**src/rtl/focal_delay_pkg.sv**
```systemverilog
// Shared types and constants for the focal delay accumulator.
// Element n of a scan line maps to register index CENTER+n.
package focal_delay_pkg;

    typedef enum logic [2:0] {
        IDLE,
        CONFIG,
        WAIT_TERM,
        ADD,
        STEP,
        WRITE,
        POINT_DONE
    } state_t;

    localparam int NUM_ELEM        = 63;
    localparam int CENTER          = 31;
    localparam int PAIRS_PER_POINT = 32;

    function automatic logic [5:0] elem_index(input logic [4:0] pair, input logic neg);
        if (neg) begin
            return 6'(CENTER - int'(pair));
        end
        return 6'(CENTER + int'(pair));
    endfunction

endpackage

```
**src/rtl/focal_delay_accumulator_threshold_step_unit.sv**
```systemverilog
// Combinational arithmetic for the ADD and STEP phases: saturating add,
// threshold subtract, step-limit clamp and saturating delay increment.
module threshold_step_unit #(
    parameter int AW        = 28,
    parameter int TW        = 27,
    parameter int DW_DELAY  = 10,
    parameter int SW        = 2,
    parameter int THRESH    = 4096,
    parameter int MAX_STEPS = 3
) (
    input  logic [AW-1:0]       acc_i,
    input  logic [TW-1:0]       term_i,
    output logic [AW-1:0]       sum_o,
    output logic                sum_needs_step_o,
    input  logic [AW-1:0]       s_i,
    input  logic [DW_DELAY-1:0] delay_i,
    input  logic [SW-1:0]       steps_i,
    output logic [AW-1:0]       step_s_o,
    output logic [DW_DELAY-1:0] step_delay_o,
    output logic                step_done_o,
    output logic                step_ovf_o
);

    localparam logic signed [AW-1:0] THRESH_S = AW'(THRESH);
    localparam logic signed [AW-1:0] S_MAX    = {1'b0, {(AW-1){1'b1}}};
    localparam logic signed [AW-1:0] S_MIN    = {1'b1, {(AW-1){1'b0}}};

    logic signed [AW:0]   wide;
    logic signed [AW-1:0] s_sub;
    logic                 more;
    logic                 last;
    logic                 dly_sat;

    always_comb begin
        wide = $signed({acc_i[AW-1], acc_i}) + $signed({{(AW+1-TW){term_i[TW-1]}}, term_i});
        // One extra bit of headroom; clip back to AW bits at either rail.
        if (wide[AW] != wide[AW-1]) begin
            sum_o = wide[AW] ? S_MIN : S_MAX;
        end else begin
            sum_o = wide[AW-1:0];
        end
        sum_needs_step_o = $signed(sum_o) >= THRESH_S;

        s_sub        = $signed(s_i) - THRESH_S;
        more         = s_sub >= THRESH_S;
        last         = (steps_i + SW'(1)) == SW'(MAX_STEPS);
        dly_sat      = &delay_i;
        step_delay_o = dly_sat ? delay_i : delay_i + DW_DELAY'(1);
        step_s_o     = (more && last) ? AW'(THRESH - 1) : s_sub;
        step_done_o  = !more || last;
        step_ovf_o   = (more && last) || dly_sat;
    end

endmodule

```
**src/rtl/focal_delay_accumulator.sv**
```systemverilog
// Consumes pos/neg increment-term pairs, accumulates per-element error and
// steps the integer sample delay of each element on threshold crossings.
//
// state      | meaning
// IDLE       | waiting for start
// CONFIG     | term_configure pulse to the calculator
// WAIT_TERM  | waiting for term_ready, latch pair and ack
// ADD        | s = acc[e] + term
// STEP       | one threshold subtract / delay increment per cycle
// WRITE      | acc[e] <= s, pick next element or pair
// POINT_DONE | point_valid pulse, next point or back to IDLE
module focal_delay_accumulator
    import focal_delay_pkg::*;
#(
    parameter int DW_INTEGER  = 18,
    parameter int DW_FRACTION = 8,
    parameter int DW_DELAY    = 10,
    parameter int DW_POINT    = 8,
    parameter int THRESH      = 4096,
    parameter int MAX_STEPS   = 3
) (
    input  logic                              clk,
    input  logic                              rst_n,
    input  logic                              start,
    input  logic [DW_POINT-1:0]               num_points,
    output logic                              term_configure,
    input  logic [DW_INTEGER+DW_FRACTION:0]   term_pos,
    input  logic [DW_INTEGER+DW_FRACTION:0]   term_neg,
    input  logic                              term_ready,
    output logic                              term_ack,
    input  logic [5:0]                        rd_addr,
    output logic [DW_DELAY-1:0]               rd_data,
    output logic                              point_valid,
    output logic [DW_POINT-1:0]               point_index,
    output logic                              busy,
    output logic                              overflow
);

    localparam int TW = DW_INTEGER + DW_FRACTION + 1;
    localparam int AW = TW + 1;
    localparam int SW = $clog2(MAX_STEPS + 1);

    state_t              state_q;
    logic [TW-1:0]       pos_q;
    logic [TW-1:0]       neg_q;
    logic [AW-1:0]       s_q;
    logic [SW-1:0]       steps_q;
    logic [4:0]          pair_q;
    logic                neg_phase_q;
    logic [5:0]          elem_q;
    logic [DW_POINT-1:0] num_q;
    logic [DW_POINT-1:0] point_index_q;
    logic                term_configure_q;
    logic                term_ack_q;
    logic                point_valid_q;
    logic                overflow_q;

    logic [AW-1:0]       acc_q   [NUM_ELEM];
    logic [DW_DELAY-1:0] delay_q [NUM_ELEM];

    logic [AW-1:0]       sum;
    logic                sum_needs_step;
    logic [AW-1:0]       step_s;
    logic [DW_DELAY-1:0] step_delay;
    logic                step_done;
    logic                step_ovf;

    threshold_step_unit #(
        .AW        (AW),
        .TW        (TW),
        .DW_DELAY  (DW_DELAY),
        .SW        (SW),
        .THRESH    (THRESH),
        .MAX_STEPS (MAX_STEPS)
    ) u_step (
        .acc_i            (acc_q[elem_q]),
        .term_i           (neg_phase_q ? neg_q : pos_q),
        .sum_o            (sum),
        .sum_needs_step_o (sum_needs_step),
        .s_i              (s_q),
        .delay_i          (delay_q[elem_q]),
        .steps_i          (steps_q),
        .step_s_o         (step_s),
        .step_delay_o     (step_delay),
        .step_done_o      (step_done),
        .step_ovf_o       (step_ovf)
    );

    always_ff @(posedge clk) begin
        if (!rst_n) begin
            state_q          <= IDLE;
            pos_q            <= '0;
            neg_q            <= '0;
            s_q              <= '0;
            steps_q          <= '0;
            pair_q           <= '0;
            neg_phase_q      <= 1'b0;
            elem_q           <= '0;
            num_q            <= '0;
            point_index_q    <= '0;
            term_configure_q <= 1'b0;
            term_ack_q       <= 1'b0;
            point_valid_q    <= 1'b0;
            overflow_q       <= 1'b0;
            for (int i = 0; i < NUM_ELEM; i++) begin
                acc_q[i]   <= '0;
                delay_q[i] <= '0;
            end
        end else begin
            term_configure_q <= 1'b0;
            term_ack_q       <= 1'b0;
            point_valid_q    <= 1'b0;
            case (state_q)
                IDLE: begin
                    if (start) begin
                        overflow_q       <= 1'b0;
                        num_q            <= (num_points == '0) ? DW_POINT'(1) : num_points;
                        point_index_q    <= '0;
                        pair_q           <= '0;
                        term_configure_q <= 1'b1;
                        state_q          <= CONFIG;
                    end
                end
                CONFIG: state_q <= WAIT_TERM;
                WAIT_TERM: begin
                    if (term_ready) begin
                        pos_q       <= term_pos;
                        neg_q       <= term_neg;
                        term_ack_q  <= 1'b1;
                        neg_phase_q <= 1'b0;
                        elem_q      <= elem_index(pair_q, 1'b0);
                        state_q     <= ADD;
                    end
                end
                ADD: begin
                    s_q     <= sum;
                    steps_q <= '0;
                    state_q <= sum_needs_step ? STEP : WRITE;
                end
                STEP: begin
                    s_q             <= step_s;
                    delay_q[elem_q] <= step_delay;
                    steps_q         <= steps_q + SW'(1);
                    if (step_ovf) overflow_q <= 1'b1;
                    if (step_done) state_q <= WRITE;
                end
                WRITE: begin
                    acc_q[elem_q] <= s_q;
                    // Pair 0 is the centre element alone; its neg term is dropped.
                    if (!neg_phase_q && pair_q != '0) begin
                        neg_phase_q <= 1'b1;
                        elem_q      <= elem_index(pair_q, 1'b1);
                        state_q     <= ADD;
                    end else if (pair_q == 5'(PAIRS_PER_POINT - 1)) begin
                        point_valid_q <= 1'b1;
                        state_q       <= POINT_DONE;
                    end else begin
                        pair_q  <= pair_q + 5'd1;
                        state_q <= WAIT_TERM;
                    end
                end
                POINT_DONE: begin
                    if (({1'b0, point_index_q} + (DW_POINT+1)'(1)) < {1'b0, num_q}) begin
                        point_index_q <= point_index_q + DW_POINT'(1);
                        pair_q        <= '0;
                        state_q       <= WAIT_TERM;
                    end else begin
                        state_q <= IDLE;
                    end
                end
                default: state_q <= IDLE;
            endcase
        end
    end

    always_comb begin
        rd_data = '0;
        if (rd_addr != 6'd63) rd_data = delay_q[rd_addr];
    end

    assign term_configure = term_configure_q;
    assign term_ack       = term_ack_q;
    assign point_valid    = point_valid_q;
    assign point_index    = point_index_q;
    assign busy           = (state_q != IDLE);
    assign overflow       = overflow_q;

endmodule

```
**config.mk**
```make
export PLATFORM = sky130hd
export DESIGN_NAME = focal_delay_accumulator
export DESIGN_NICKNAME = d
export VERILOG_FILES = /design/src/rtl/focal_delay_pkg.sv /design/src/rtl/focal_delay_accumulator_threshold_step_unit.sv /design/src/rtl/focal_delay_accumulator.sv
export SDC_FILE = /design/constraint.sdc
export NUM_CORES = 2
export LEC_CHECK = 0
export CAP_MARGIN = 20
export CORE_UTILIZATION = 52
export CTS_BUF_LIST = sky130_fd_sc_hd__clkbuf_16
export DETAILED_ROUTE_END_ITERATION = 6
export PLACE_DENSITY = 0.68
export SYNTH_ARGS = -nofsm -noshare
export SYNTH_HDL_FRONTEND = slang
export SYNTH_SLANG_ARGS = --single-unit
export TNS_END_PERCENT = 1
```
**constraint.sdc**
```tcl
create_clock -name clk -period 17.9 [get_ports clk]
set_input_delay 3.58 -clock clk [delete_from_list [all_inputs] [get_ports clk]]
set_output_delay 3.58 -clock clk [all_outputs]
set_load 0.01 [all_outputs]
```
**Word level (Yosys, flattened, before mapping)**

Memory sizes are Yosys's and may differ from the RTL's. A register that Yosys moved wholly into a read port is not among the register bits.
Index checks and enable logic that the tools add are counted.

- Input port bits: 72
- Output and inout bits: 23
- Word-level logic and storage cells: 133
- Memory bits (writable): 2,394
- Memories kept: 2
- Bits in registers: 119

Memory list:

| memory | depth | width | rd ports | clocked after Yosys merged registers in | wr ports | line | source |
|---|---|---|---|---|---|---|---|
| acc_q | 63 | 28 | 1 | 1 | 63 | focal_delay_accumulator.sv:58 | `logic [AW-1:0] acc_q [NUM_ELEM];` |
| delay_q | 63 | 10 | 2 | 1 | 63 | focal_delay_accumulator.sv:59 | `logic [DW_DELAY-1:0] delay_q [NUM_ELEM];` |

- Bitwise logic cells: 2
- $add $sub $neg: 9
- Eq/ne operators: 18
- Reduce and logical (&&, ||, !) cells: 28
- $lt $le $gt $ge: 3
- Multiplexer cells: 57

Operator list:

| operator | count |
|---|---|
| 2-to-1 mux 28 bit | 4 |
| >= comparator 28 x 14 -> 1 bit, second input constant | 2 |
| one-hot mux 28 bit (2 select lines) | 1 |
| 2-to-1 mux 6 bit | 9 |
| 2-to-1 mux 10 bit | 3 |
| adder 28 x 27 -> 29 bit | 1 |
| OR reduction 28 bit | 1 |
| subtractor 28 x 14 -> 28 bit, second input constant | 1 |
| 2-to-1 mux 27 bit | 1 |
| 2-to-1 mux 8 bit | 3 |
| one-hot mux 3 bit (7 select lines) | 1 |
| 2-to-1 mux 5 bit | 4 |
| 2-to-1 mux 1 bit | 19 |
| != test 2 bit, second input constant | 8 |
| one-hot mux 8 bit (2 select lines) | 1 |
| 2-to-1 mux 3 bit | 5 |
| one-hot mux 5 bit (3 select lines) | 1 |
| one-hot mux 6 bit (2 select lines) | 1 |
| AND reduction 3 bit | 4 |
| adder 10 x 1 -> 10 bit, second input constant | 1 |
| AND reduction 10 bit | 1 |
| OR reduction 10 bit | 1 |
| adder 8 x 1 -> 9 bit, second input constant | 1 |
| equality test 3 bit, second input constant | 3 |
| other kinds (27) | 40 |

**Longest topological paths before layout**

- Word-level depth: 10
- Gate-level depth with buffers: 33
- Gate-level depth less buffers: 23

**Cells and area by module**

From an unflattened synthesis, not the netlist that was laid out.

- Cell total of the unflattened synthesis: 8,224
- Area total of the unflattened synthesis: 123,526.0 µm²

By module, submodules not included:

| module | seq. area each (µm²) | area an instance (µm²) | cells each | instances |
|---|---|---|---|---|
| focal_delay_accumulator | 75,532.4 | 120,884.7 | 7,834 | 1 |
| threshold_step_unit | 0.0 | 2,641.3 | 390 | 1 |

**Worst setup path after synthesis**

No wires, ideal clock.

- Path kind: input-to-output
- Start: input port rd_addr[0]
- End: output port rd_data[9]
- Arrival time: 6.268 ns
- Data required time: 14.320 ns
- Slack: 8.052 ns
- Cell stages on the path: 7
- Path buffers: 3
- Cells stage by stage: clkbuf_1 > clkbuf_1 > buf_1 > mux4_2 > mux4_2 > mux4_2 > nor2b_1

- Cells in the longest elaborated chain, start to end: 2
- Elaborated cells on any way between the ends: 3
- Those cells by class: 1 x eq/ne; 1 x mux; 1 x memory

Ends and longest elaborated chain:

| item | line | source |
|---|---|---|
| start: declaration | focal_delay_accumulator.sv:31 | `input logic [5:0] rd_addr,` |
| memory read (63 x 10 bit) / != test 6 bit (equally long branches) | n/a |  |
| 2-to-1 mux 10 bit (*) | focal_delay_accumulator.sv:178 | `if (rd_addr != 6'd63) rd_data = delay_q[rd_addr];` |
| end: declaration | focal_delay_accumulator.sv:32 | `output logic [DW_DELAY-1:0] rd_data,` |

Mark *: on every way between the ends. The rest lies on a longest branch, timed or not.

**Worst setup path after layout**

- Start: input port rd_addr[1]
- End: output port rd_data[1]

Same word-level chain as after synthesis.

==> tab_implementation.tex <==
\begin{tabular}{lr}
\hline
Metric & Value \\
\hline
\multicolumn{2}{l}{\textbf{Run status}} \\
Status & finished clean \\
\multicolumn{2}{l}{\textbf{Pwr}} \\
Share of total power in sequential cells & 0.477 \\
Gate power share & 0.144 \\
Power spent charging and discharging nets & 0.003833 W \\
Pwr per Cell Area & 106.5 nW/um2 \\
Switching part of the total & 0.2675 \\
Standby leakage power & between 40 and 50 nW \\
Total internal power & between 0.01 and 0.015 W \\
Max rail drop VDD & 79.26 uV \\
Share of power burned in the clock network & 0.378 \\
\multicolumn{2}{l}{\textbf{Timing}} \\
Count of pins over their slew limit & 0 \\
Sum Neg Setup Slack & 0 ns \\
Unrepaired setup endpoints after global routing & false \\
Fmax & 88.72 MHz \\
Final period util & 0.6297 \\
Endpoints failing hold & 0 \\
Worst Tran Pin Value & approximately 1.3 ns \\
Setup Viol. Count Final & 0 \\
Worst Hold Margin & 0.4520 ns \\
Final setup skew & between 0.05 and 0.06 ns \\
Final critical path time including I/O delays and setup & 11.27 ns \\
Worst relative slew slack & 0.1408 \\
\multicolumn{2}{l}{\textbf{Route}} \\
WL/cell & 32.76 um \\
Vias after detailed routing & between 70000 and 80000 \\
Ratio of routed vias to standard cells & 6.551 \\
Residual DRC & 0 \\
Final wirelength & 369500 um \\
Count of nets left with antenna violations after detail routing & 0 \\
Number of DRC markers in iteration 0 & 11140 \\
First-pass DRT Iterations & 6 \\
\multicolumn{2}{l}{\textbf{Yosys}} \\
Number of distinct library cells after synthesis & 84 \\
Synth area leaders & sky130\_fd\_sc\_hd\_\_edfxtp\_1 60\%, sky130\_fd\_sc\_hd\_\_mux4\_2 17\%, sky130\_fd\_sc\_hd\_\_and2\_1 8.1\% \\
Count of flip-flops with a built-in enable after synthesis & approximately 2400 \\
Net count of the mapped netlist & between 8000 and 9000 \\
Main flop type after synthesis & sky130\_fd\_sc\_hd\_\_edfxtp\_1 \\
Syn. warnings & 0 \\
Synthesis-stage register bit count & 2557 \\
Fraction of registers with async set/reset & 0 \\
Share of the yosys chip area belonging to registers & 0.6204 \\
Post-synth top area share & 0.5998 \\
Area share of xor/xnor cells in the synthesized design & 0.002579 \\
Area of the mapped netlist & $\sim$120000 um2 \\
Post-Syn Instances & 8146 \\
Share of cell area taken by muxes after synthesis & 0.1842 \\
Share of synthesized cell area in and, or, nand and nor gates & 0.1351 \\
Library cell occupying the most area in the post-synthesis netlist & sky130\_fd\_sc\_hd\_\_edfxtp\_1 \\
Arithmetic-cell share of the synthesized area counting full adders, half adders and majority gates & 0.004892 \\
Post-synthesis compound-gate area fraction & 0.02263 \\
Main combinational cell family by area after synthesis & multiplexers \\
Avg Synthesized Cell Area & 14.95 um2 \\
\multicolumn{2}{l}{\textbf{Die}} \\
Width of the die & a little under 500 um \\
Number of core rows & 177 \\
I/O Pins & 95 \\
Die span in y & roughly 500 um \\
Starting density of the core & 0.5231 \\
Floorplan die area & 236100 um2 \\
Placeable core area & 232800 um2 \\
\multicolumn{2}{l}{\textbf{Placement}} \\
Port Buf Inserts & 94 \\
Number of placed instances with taps included & 10790 \\
Sum of net half-perimeters after detailed placement & 220800 um \\
RePlAce Congestion & 0.9232 \\
\multicolumn{2}{l}{\textbf{Clock tree}} \\
TritonCTS Buffers & 284 \\
Worst skew pair latency & 0.95 ns \\
Clk root buf & sky130\_fd\_sc\_hd\_\_clkbuf\_16 \\
Post CTS Setup Buffer Count & 0 \\
Resized Gates After CTS & 0 \\
Clock Pin Slew Worst Setup and Hold Paths & 0.06 ns \\
TritonCTS Sinks & roughly 2600 \\
H-tree depth reported by CTS & 5 \\
CTS tree & built \\
CTS hold repair buffers & 0 \\
Maximum number of buffers from clock root to sink & 4 \\
\multicolumn{2}{l}{\textbf{GRT}} \\
Global-route usage over all layers & 0.3137 \\
Initial antenna violation count & 27 \\
Vias in the first global route & 72610 \\
Wire length of the first global-routing pass & 526900 um \\
Grt total ovfl & 0 \\
Pin count of the biggest net entering global routing & 125 \\
\multicolumn{2}{l}{\textbf{Setup path}} \\
Required time worst endpoint & between 10 and 15 ns \\
WS Path Type & primary input to primary output \\
Cell Chain, Critical Path & buf\_6 > buf\_4 > mux4\_2 > mux4\_2 > mux4\_2 > nor2b\_1 > clkdlybuf4s50\_1 \\
Largest stage delay on the critical path & 0.98 ns \\
Critical path's most frequent cell & sky130\_fd\_sc\_hd\_\_mux4\_2 \\
Slowest CP cell & sky130\_fd\_sc\_hd\_\_buf\_4 \\
Launching element type of the critical path & primary input \\
CP Max Fanout & 86 \\
Arrival time at the worst endpoint & 7.69 ns \\
Endpoint class of the critical path & primary output \\
\multicolumn{2}{l}{\textbf{Finish}} \\
Fill cell instance count of the final layout & roughly 18000 \\
Net total in the final layout & 8068 \\
Share of layout cells above drive strength 1 & 0.2158 \\
Flip-flop and latch area & 75580 um2 \\
Share of the core filled with cells & 0.5778 \\
Area Overhead vs Synth & 10.45\% \\
Multi-input logic area & 43420 um2 \\
Final cell count without fillers & roughly 11000 \\
\multicolumn{2}{l}{\textbf{Flow run}} \\
Count of maximum capacitance violations & 0 \\
\multicolumn{2}{l}{\textbf{Hold path}} \\
Worst hold-check path type & register to register \\
\hline
\end{tabular}
[placed cells by master, fill, tap and decap left out, drive strengths merged, types with 11 or more instances in the layout]
cell type and instances:
a21oi 146, ha 46, dfxtp 125, mux2 41, nand2 366, buf 256
nor3 214, inv 117, nand2b 16, o21ai 134, mux4 931, o22ai 13
a31oi 26, nand4 20, nor2b 29, xnor2 21, clkbuf 291, xor2 14
diode 14, edfxtp 2432, clkinv 87, and2 1584, a211oi 11, a21o 11
nor2 782, clkdlybuf4s50 89, nand3 50, mux2i 96
[layout make-up]
type,instances,area share
timing repair buffer,345,0.02236
clock buffer,291,0.05415
tap,3132,0.02914
sequential,2557,0.5621
multi-input combinational,4720,0.3229
antenna,14,0.0002605
clock inverter,180,0.007964
inverter,41,0.001163
[power by group through the flow]
stage | logic [W] | registers (W) | clock network, W
after floorplan | 0.00132 | 0.00692 | 0
after global placement | 0.00200 | 0.00695 | 0
after detailed placement | 0.00203 | 0.00696 | 0
after CTS | 0.00203 | 0.00684 | 0.00545
after global routing | 0.00214 | 0.00685 | 0.00566
final | 0.00207 | 0.00684 | 0.00542
[kinds of logic after synthesis]
group	after synthesis
buf+inv	869
mux	1068
compound gates	446
simple gates	3124
flops	2557
xor+xnor	35
fa+ha+maj	47
[routing by layer]
metal / routed length, um / vias to the layer above / global-route usage / part of all wire
met5: 112 / - / 0 / 0.00030
met1: 136600 / 37990 / 0.4331 / 0.37
met2: 168600 / 4960 / 0.4766 / 0.46
met4: 18980 / 18 / 0.1410 / 0.051
met3: 45180 / 876 / 0.07282 / 0.12
li1: - / 30060 / - / -
[cells in the mapped netlist, types with 11 or more instances]
master and count:
sky130_fd_sc_hd__edfxtp_1 2432, sky130_fd_sc_hd__and2_1 1584, sky130_fd_sc_hd__mux4_2 931, sky130_fd_sc_hd__nor2_1 772, sky130_fd_sc_hd__clkbuf_1 620, sky130_fd_sc_hd__nand2_1 366, sky130_fd_sc_hd__nor3_1 214, sky130_fd_sc_hd__a21oi_1 145
sky130_fd_sc_hd__o21ai_0 133, sky130_fd_sc_hd__dfxtp_1 125, sky130_fd_sc_hd__buf_2 112, sky130_fd_sc_hd__mux2i_1 92, sky130_fd_sc_hd__buf_1 52, sky130_fd_sc_hd__nand3_1 49, sky130_fd_sc_hd__ha_1 46, sky130_fd_sc_hd__mux2_2 40
sky130_fd_sc_hd__inv_1 34, sky130_fd_sc_hd__nor2b_1 29, sky130_fd_sc_hd__a31oi_1 26, sky130_fd_sc_hd__buf_6 21, sky130_fd_sc_hd__nand4_1 20, sky130_fd_sc_hd__xnor2_1 20, sky130_fd_sc_hd__buf_4 18, sky130_fd_sc_hd__nand2b_1 16
sky130_fd_sc_hd__xor2_1 14, sky130_fd_sc_hd__o22ai_1 13, sky130_fd_sc_hd__a211oi_1 11, sky130_fd_sc_hd__a21o_1 11
[critical path: cells and delay by family]
kind | cells | cell delay, ns
mux | 3 | 1.61
simple gates | 1 | 0.16
buf+inv | 3 | 2.19
[sequential cells by signal, indices dropped and copies added (netlist names), 2 cells and up, named ones only]
signal,count
neg_q,27
num_q,8
point_index,8
delay_q,640
state_q,3
elem_q,6
s_q,28
pair_q,5
pos_q,27
acc_q,1792
steps_q,2
[path summary, 6_finish.rpt]
path,from,to,slack (ns),cells past startpoint
setup / recovery,rd_addr[1],rd_data[1],6.63,7
hold / removal,neg_q[12],neg_q[12],0.45,2
setup reg to reg,register,state_q[0],8.45,24
hold reg to reg,neg_q[12],neg_q[12],0.45,2
[metrics by stage]
step	instance area (um2)	setup slack [ns]	power, W
after floorplan	121800	8.052	0.008233
after global placement	125900	6.704	0.008952
after detailed placement	126000	6.594	0.008987
after CTS	134400	6.589	0.01431
after global routing	134400	6.658	0.01465
final	134500	6.628	0.01433
Note: power is estimated with default switching activity, not from simulation.
